<file path="src/rtl/gng_noise_ctrl.sv">
// Sequencer/flow controller for gng_top: rate-paced clock enable, warm-up discard, drained shift updates, output FIFO.
// Optional statistics counters are built when GNG_NOISE_CTRL_STATS_EN is defined.
module gng_noise_ctrl #(
  parameter int DATA_W = 16,
  parameter int DEPTH  = 4,
  parameter int WARMUP = 64,
  parameter int RATE_W = 8
) (
  input  logic                     i_clock,
  input  logic                     i_reset,
  input  logic                     i_enable,
  input  logic [RATE_W-1:0]        i_rate_div,
  input  logic [3:0]               i_shift_cfg,
  input  logic                     i_shift_load,
  output logic                     o_gng_ce,
  output logic [3:0]               o_gng_shift,
  input  logic signed [DATA_W-1:0] i_gng_data,
  input  logic                     i_gng_valid,
  output logic signed [DATA_W-1:0] o_data,
  output logic                     o_valid,
  input  logic                     i_ready,
  output logic [1:0]               o_state,
  output logic                     o_shift_busy
`ifdef GNG_NOISE_CTRL_STATS_EN
  ,
  output logic [31:0]              o_sample_cnt,
  output logic [31:0]              o_stall_cnt
`endif
);

  localparam int AW = $clog2(DEPTH);
  localparam int CW = AW + 1;
  localparam int WW = $clog2(WARMUP + 1);

  typedef enum logic [1:0] {S_IDLE = 2'b00, S_WARM = 2'b01, S_RUN = 2'b10, S_STOP = 2'b11} state_t;

  state_t                    r_state, w_next;
  logic [CW-1:0]             r_inflight, r_count;
  logic [AW-1:0]             r_wr_ptr, r_rd_ptr;
  logic signed [DATA_W-1:0]  r_mem [DEPTH];
  logic [WW-1:0]             r_warm_cnt;
  logic [RATE_W-1:0]         r_rate_cnt, r_rate_div;
  logic [3:0]                r_shift_pend, r_gng_shift;
  logic                      r_shift_busy;

  logic w_ret, w_warm_done, w_drop, w_wr, w_rd, w_start, w_apply;
  logic w_credit_run, w_credit_warm, w_drop_only;

  // Returns with nothing outstanding (e.g. stragglers from before a reset) are ignored.
  assign w_ret        = i_gng_valid && (r_inflight != '0);
  assign w_warm_done  = (r_warm_cnt == WW'(WARMUP));
  assign w_drop       = w_ret && !w_warm_done;
  assign w_wr         = w_ret && w_warm_done;
  assign w_rd         = o_valid && i_ready;
  assign w_start      = (r_state == S_IDLE) && (w_next == S_WARM);
  assign w_credit_run = ({1'b0, r_inflight} + {1'b0, r_count}) < (CW+1)'(DEPTH);
  // Samples that will all be discarded need no FIFO slot; later warm-up issues must reserve one.
  assign w_drop_only  = (int'(r_warm_cnt) + int'(r_inflight)) < WARMUP;
  assign w_credit_warm = w_drop_only ? (r_inflight < CW'(DEPTH)) : w_credit_run;
  assign w_apply      = r_shift_busy && (r_inflight == '0) && !o_gng_ce && (r_state != S_WARM);

  always_ff @(posedge i_clock or negedge i_reset) begin
    if (!i_reset) r_state <= S_IDLE;
    else          r_state <= w_next;
  end

  always_comb begin
    w_next = r_state;
    case (r_state)
      S_IDLE: if (i_enable && (r_inflight == '0)) w_next = S_WARM;
      S_WARM: if (!i_enable) w_next = S_STOP;
              else if (w_warm_done) w_next = S_RUN;
      S_RUN:  if (!i_enable) w_next = S_STOP;
      S_STOP: if (r_inflight == '0) w_next = S_IDLE;
      default: w_next = S_IDLE;
    endcase
  end

  always_comb begin
    o_gng_ce = 1'b0;
    case (r_state)
      S_WARM:  o_gng_ce = w_credit_warm;
      S_RUN:   o_gng_ce = (r_rate_cnt == '0) && w_credit_run && !r_shift_busy;
      default: o_gng_ce = 1'b0;
    endcase
  end

  always_ff @(posedge i_clock or negedge i_reset) begin
    if (!i_reset) begin
      r_inflight <= '0;
      r_warm_cnt <= '0;
      r_rate_cnt <= '0;
      r_rate_div <= '0;
    end else begin
      if (o_gng_ce && !w_ret)      r_inflight <= r_inflight + CW'(1);
      else if (!o_gng_ce && w_ret) r_inflight <= r_inflight - CW'(1);
      if (w_start)     r_warm_cnt <= '0;
      else if (w_drop) r_warm_cnt <= r_warm_cnt + WW'(1);
      // A period starts at each issued ce; the divider is sampled there and the count holds at 0 while blocked.
      if (w_start) begin
        r_rate_cnt <= '0;
      end else if (r_state == S_RUN) begin
        if (r_rate_cnt == '0) begin
          if (o_gng_ce) begin
            r_rate_div <= i_rate_div;
            r_rate_cnt <= (i_rate_div == '0) ? '0 : RATE_W'(1);
          end
        end else if (r_rate_cnt >= r_rate_div) begin
          r_rate_cnt <= '0;
        end else begin
          r_rate_cnt <= r_rate_cnt + RATE_W'(1);
        end
      end
    end
  end

  always_ff @(posedge i_clock or negedge i_reset) begin
    if (!i_reset) begin
      r_wr_ptr <= '0;
      r_rd_ptr <= '0;
      r_count  <= '0;
    end else begin
      if (w_wr) r_wr_ptr <= r_wr_ptr + AW'(1);
      if (w_rd) r_rd_ptr <= r_rd_ptr + AW'(1);
      if (w_wr && !w_rd)      r_count <= r_count + CW'(1);
      else if (w_rd && !w_wr) r_count <= r_count - CW'(1);
    end
  end

  always_ff @(posedge i_clock) begin
    if (w_wr) r_mem[r_wr_ptr] <= i_gng_data;
  end

  assign o_valid = (r_count != '0) && (r_state != S_WARM);
  assign o_data  = (r_count != '0) ? r_mem[r_rd_ptr] : '0;
  assign o_state = r_state;

  always_ff @(posedge i_clock or negedge i_reset) begin
    if (!i_reset) begin
      r_shift_pend <= '0;
      r_gng_shift  <= '0;
      r_shift_busy <= 1'b0;
    end else if (i_shift_load) begin
      r_shift_pend <= i_shift_cfg;
      r_shift_busy <= 1'b1;
    end else if (w_apply) begin
      r_gng_shift  <= r_shift_pend;
      r_shift_busy <= 1'b0;
    end
  end

  assign o_gng_shift  = r_gng_shift;
  assign o_shift_busy = r_shift_busy;

`ifdef GNG_NOISE_CTRL_STATS_EN
  function automatic logic [31:0] sat_inc(input logic [31:0] v);
    return (v == 32'hFFFF_FFFF) ? v : v + 32'd1;
  endfunction

  always_ff @(posedge i_clock or negedge i_reset) begin
    if (!i_reset) begin
      o_sample_cnt <= '0;
      o_stall_cnt  <= '0;
    end else begin
      if (w_rd) o_sample_cnt <= sat_inc(o_sample_cnt);
      if ((r_state == S_RUN) && (r_rate_cnt == '0) && !o_gng_ce) o_stall_cnt <= sat_inc(o_stall_cnt);
    end
  end
`endif

endmodule

</file>
<file path="config.mk">
export PLATFORM = sky130hd
export DESIGN_NAME = gng_noise_ctrl
export DESIGN_NICKNAME = d
export VERILOG_FILES = /design/src/rtl/gng_noise_ctrl.sv
export SDC_FILE = /design/constraint.sdc
export NUM_CORES = 1
export LEC_CHECK = 0
export CORE_UTILIZATION = 48
export DETAILED_ROUTE_END_ITERATION = 6
export GPL_ROUTABILITY_DRIVEN = 1
export PLACE_DENSITY_LB_ADDON = 0.2
export RECOVER_POWER = 100
export SETUP_SLACK_MARGIN = 0.2
export SLEW_MARGIN = 30
export SYNTH_ARGS = -nofsm -noshare
export SYNTH_HDL_FRONTEND = slang
export SYNTH_SLANG_ARGS = --single-unit
</file>
<file path="constraint.sdc">
create_clock -name i_clock -period 3.8 [get_ports i_clock]
set_input_delay 0.57 -clock i_clock [delete_from_list [all_inputs] [get_ports i_clock]]
set_output_delay 0.57 -clock i_clock [all_outputs]
set_load 0.005 [all_outputs]
</file>
==> impl_results.md <==
- Post-synthesis share of cell area spent on full adders, half adders and majority gates: under 10%
- Setup Buffers After CTS: 0
- Origin of the critical flop-to-flop path: o_state[1]
- Post-synthesis mux area share: between 10% and 20%
- Count of inserted antenna diode cells: 0
- Initial drt markers: a little over 80
- Vias in the first global route: roughly 3,200
- Synthesized instance count: 350
- Standard cell area after detailed placement: between 5000 and 6000 sq um
- Port bufs: 58
- Final setup viols: 0
- Fin crit share: between 80% and 90%
- Remaining global-route overflow: 0
- Worst hold path type: register to register
- Sequential fraction of the synthesis area: between 60 and 70%
- Insertion delay of the later-clocked pin in the worst-skew pair: about 0.36 ns
- Final antenna-violating net count: 0
- Library cell occupying the most area in the post-synthesis netlist: sky130_fd_sc_hd__edfxtp_1
- Max-cap check violation count: 1
- Final Hold Violating Endpoints: 0
- Worst reg2reg path endpoint: r_rate_div[1]
- Average footprint of a synthesized cell: about 14 sq um
- Cell area after layout: 5931 sq um
- Required @ worst endpoint: ~4 ns
- Cells on worst reg2reg path: 8
- Tightest Pin Transition: roughly 2.4 ns
- Hold buffer count at cts: 0
- Clock-pin slew on the worst setup and hold paths: approximately 0.11 ns
- Total count of max-transition violations in the final report: between 40 and 50
- Fraction of final layout cells with drive strength greater than 1: between 10% and 20%
- # H-tree levels: 3
- Async S/R FF share, synth: 40.74%
- DRC violations left: 0
- Avg WL per Cell: approximately 16 microns
- Clk Tree Root Cell: sky130_fd_sc_hd__clkbuf_8
- Post-route setup TNS: 0 ns
- Synthesized-area fraction occupied by xor and xnor cells: 2.790%
- Placer Congestion: ~0.8
- FP Rows: 36
- Total via count after detailed routing: just under 3,000
- Post-synthesis cell area: between 5000 and 6000 sq um
- TritonCTS clock tree: done
- Synth Area in Compound Gates: under 10%
- Number of nets produced by synthesis: approximately 410
- Initial antenna violation count: 0
- Arrival time at the worst endpoint: around 3.6 ns
- Max Buffers Root-to-Sink: 2
- Violated checks: capacitance limit, slew limit
- Wire length of the first global-routing pass: around 15 mm
- Category of the critical setup timing path: register to register
- Element type at the critical path end: register
- Synth Warn #: 0
- Beginning of the critical path: o_state[1]
- Commonest cells in the synthesized netlist: sky130_fd_sc_hd__edfxtp_1 (64), sky130_fd_sc_hd__dfrtp_1 (44), sky130_fd_sc_hd__ha_1 (27)
- Area fraction of the dominant cell type after synthesis: between 30% and 40%
- Biggest area contributors in the synthesized netlist: sky130_fd_sc_hd__edfxtp_1 (38%), sky130_fd_sc_hd__dfrtp_1 (22%), sky130_fd_sc_hd__mux4_2 (7.2%), sky130_fd_sc_hd__ha_1 (6.7%), sky130_fd_sc_hd__mux2_2 (4.0%)
- Leading register cell type out of synthesis: sky130_fd_sc_hd__edfxtp_1
- Routed via count divided by cell count: 5.386
- Setup slack of the worst register-to-register path: about 0.46 ns
- Overall track demand over capacity in global routing: roughly 18%
- Clock period minus worst slack: 3.339 ns
- Outcome: finished, violations left
- Post-CTS resize count: 0
- CP Capture Point: r_rate_div[1]
- Unrepaired setup endpoints after global routing: false
- Nets@finish: between 400 and 500
- Netlist cell types: between 40 and 50
- Horizontal die dimension: about 100 microns
- Initial DRT Pass Iterations: 4
- Power Density: ~530 nW/um^2
- Final wirelength: 8.989 mm
- Setup clock skew after layout: around 0.017 ns
- Number of enable-type register cells in the synthesized netlist: 64
- DIE HEIGHT: about 100 microns
- I/O pin count: 59
- Placeable Area: roughly 10000 sq um
- Area Growth Syn to Fin: 18.09%
- Total clock sinks: 108
- Flip-flop and latch count after synthesis: about 110
- Largest family of logic cells by synthesized area: multiplexers
- Worst setup SP type: register
- Starting density of the core: around half
- Die Outline Area: about 11,000 sq um
- Highest clock rate: around 300 MHz
- Detailed Place HPWL: 6.361 mm
- Largest net degree at the start of global routing: 45
- Number of CTS-inserted buffers: 9
- Peak fanout along the critical path: 16
- Max_slew headroom: -58.74%
- Area share of and/or/nand/nor cells after synthesis: approximately a tenth
- Library cell with the highest instance count after synthesis: sky130_fd_sc_hd__edfxtp_1
- Leakage power: ~2.3 nW
- Maximum vdd ir drop: ~0.00028 V
[cell families after synthesis]
logic type,count (synthesis)
adder cells (fa/ha/maj),29
multiplexers,34
AO/OA/AOI/OAI,43
buffers and inverters,31
flip-flops,108
AND/OR/NAND/NOR,89
XOR/XNOR,16
[cell type report]
class	instances	area [sq um]
clock inverters	6	57.56
clock buffers	9	123.9
multi-input cells	211	1869
fillers	793	4024
flip-flops and latches	108	3023
inverters	22	82.58
repair buffers	65	608.1
well taps	133	166.4
[per-layer routing]
metal | track usage [%] | share of wire, % | vias to the layer above
met3 | 3.070 | 3.2 | 9
met5 | 0 | 0 | -
met1 | 23.84 | 45 | 1499
li1 | - | - | 1424
met2 | 30.13 | 50 | 52
met4 | 5.102 | 0.86 | 0
[worst max-delay path, stage by stage (launching register included)]
cell                        delay (ns)
sky130_fd_sc_hd__dfrtp_1          0.47
sky130_fd_sc_hd__inv_1            0.13
sky130_fd_sc_hd__ha_1             0.33
sky130_fd_sc_hd__o21ai_0          0.14
sky130_fd_sc_hd__a32oi_1          0.28
sky130_fd_sc_hd__a211oi_2         0.05
sky130_fd_sc_hd__clkbuf_1         0.33
sky130_fd_sc_hd__a2111oi_2        1.06
sky130_fd_sc_hd__mux2_2           0.42
[worst min-delay path by stage]
stage / startpoint / slack [ns] / to / depth (start not counted)
after floorplan: i_reset / 0.27 / o_gng_shift[0] / 0
after detailed placement: r_shift_pend[2] / 0.49 / o_gng_shift[2] / 1
final: r_shift_pend[3] / 0.51 / o_gng_shift[3] / 1
after CTS: i_reset / 0.21 / r_rate_div[2] / 1
after global placement: r_shift_pend[3] / 0.48 / o_gng_shift[3] / 1
after global routing: r_shift_pend[3] / 0.53 / o_gng_shift[3] / 1
[report_power, final]
group          internal [mW]  total (mW)  switching [mW]
sequential              1.40        1.57           0.165
clock                  0.249       0.646           0.397
combinational          0.460       0.958           0.498
total                   2.11        3.17            1.06
[registers in the layout (all words and copies together) (netlist names)]
name	count
r_mem	64
r_rate_cnt	8
r_rate_div	8
r_warm_cnt	7
o_gng_shift	4
r_shift_pend	4
r_count	3
r_inflight	3
o_state	2
r_rd_ptr	2
r_wr_ptr	2
o_shift_busy	1
[stage by stage]
| stage | utilization (%) | setup slack [ns] | hold WS [ns] | total power [mW] | std cells |
|---|---|---|---|---|---|
| final | 59.58 | 0.4613 | 0.5084 | 3.172 | 554 |
| after global routing | 59.58 | 0.2099 | 0.5303 | 3.400 | 554 |
| after CTS | 59.98 | 0.4800 | 0.2119 | 3.244 | 554 |
| after detailed placement | 58.16 | 0.8651 | 0.4920 | 2.599 | 539 |
| after global placement | 58.13 | 0.9445 | 0.4839 | 2.563 | 539 |
| after floorplan | - | 1.076 | 0.2744 | 2.254 | 350 |
[cells in the final DEF (no fill, tap or decap), types with 3 or more instances in the layout]
cell                              count
sky130_fd_sc_hd__a21oi_1              9
sky130_fd_sc_hd__and2_0               5
sky130_fd_sc_hd__and3_1               6
sky130_fd_sc_hd__clkbuf_1             6
sky130_fd_sc_hd__clkbuf_8             9
sky130_fd_sc_hd__clkdlybuf4s50_1     15
sky130_fd_sc_hd__clkinv_4             4
sky130_fd_sc_hd__dfrtp_1             44
sky130_fd_sc_hd__dlygate4sd3_1       42
sky130_fd_sc_hd__edfxtp_1            64
sky130_fd_sc_hd__ha_1                27
sky130_fd_sc_hd__inv_1               22
sky130_fd_sc_hd__mux2_2              18
sky130_fd_sc_hd__mux4_2              16
sky130_fd_sc_hd__nand2_1             12
sky130_fd_sc_hd__nand3_1              5
sky130_fd_sc_hd__nand3b_1             4
sky130_fd_sc_hd__nand4_1              3
sky130_fd_sc_hd__nor2_1              21
sky130_fd_sc_hd__nor2b_1             17
sky130_fd_sc_hd__nor4_1               3
sky130_fd_sc_hd__o21a_1               4
sky130_fd_sc_hd__o21ai_0             11
sky130_fd_sc_hd__xnor2_1              7
sky130_fd_sc_hd__xor2_1               9
Power figures use the tool's default switching activity.
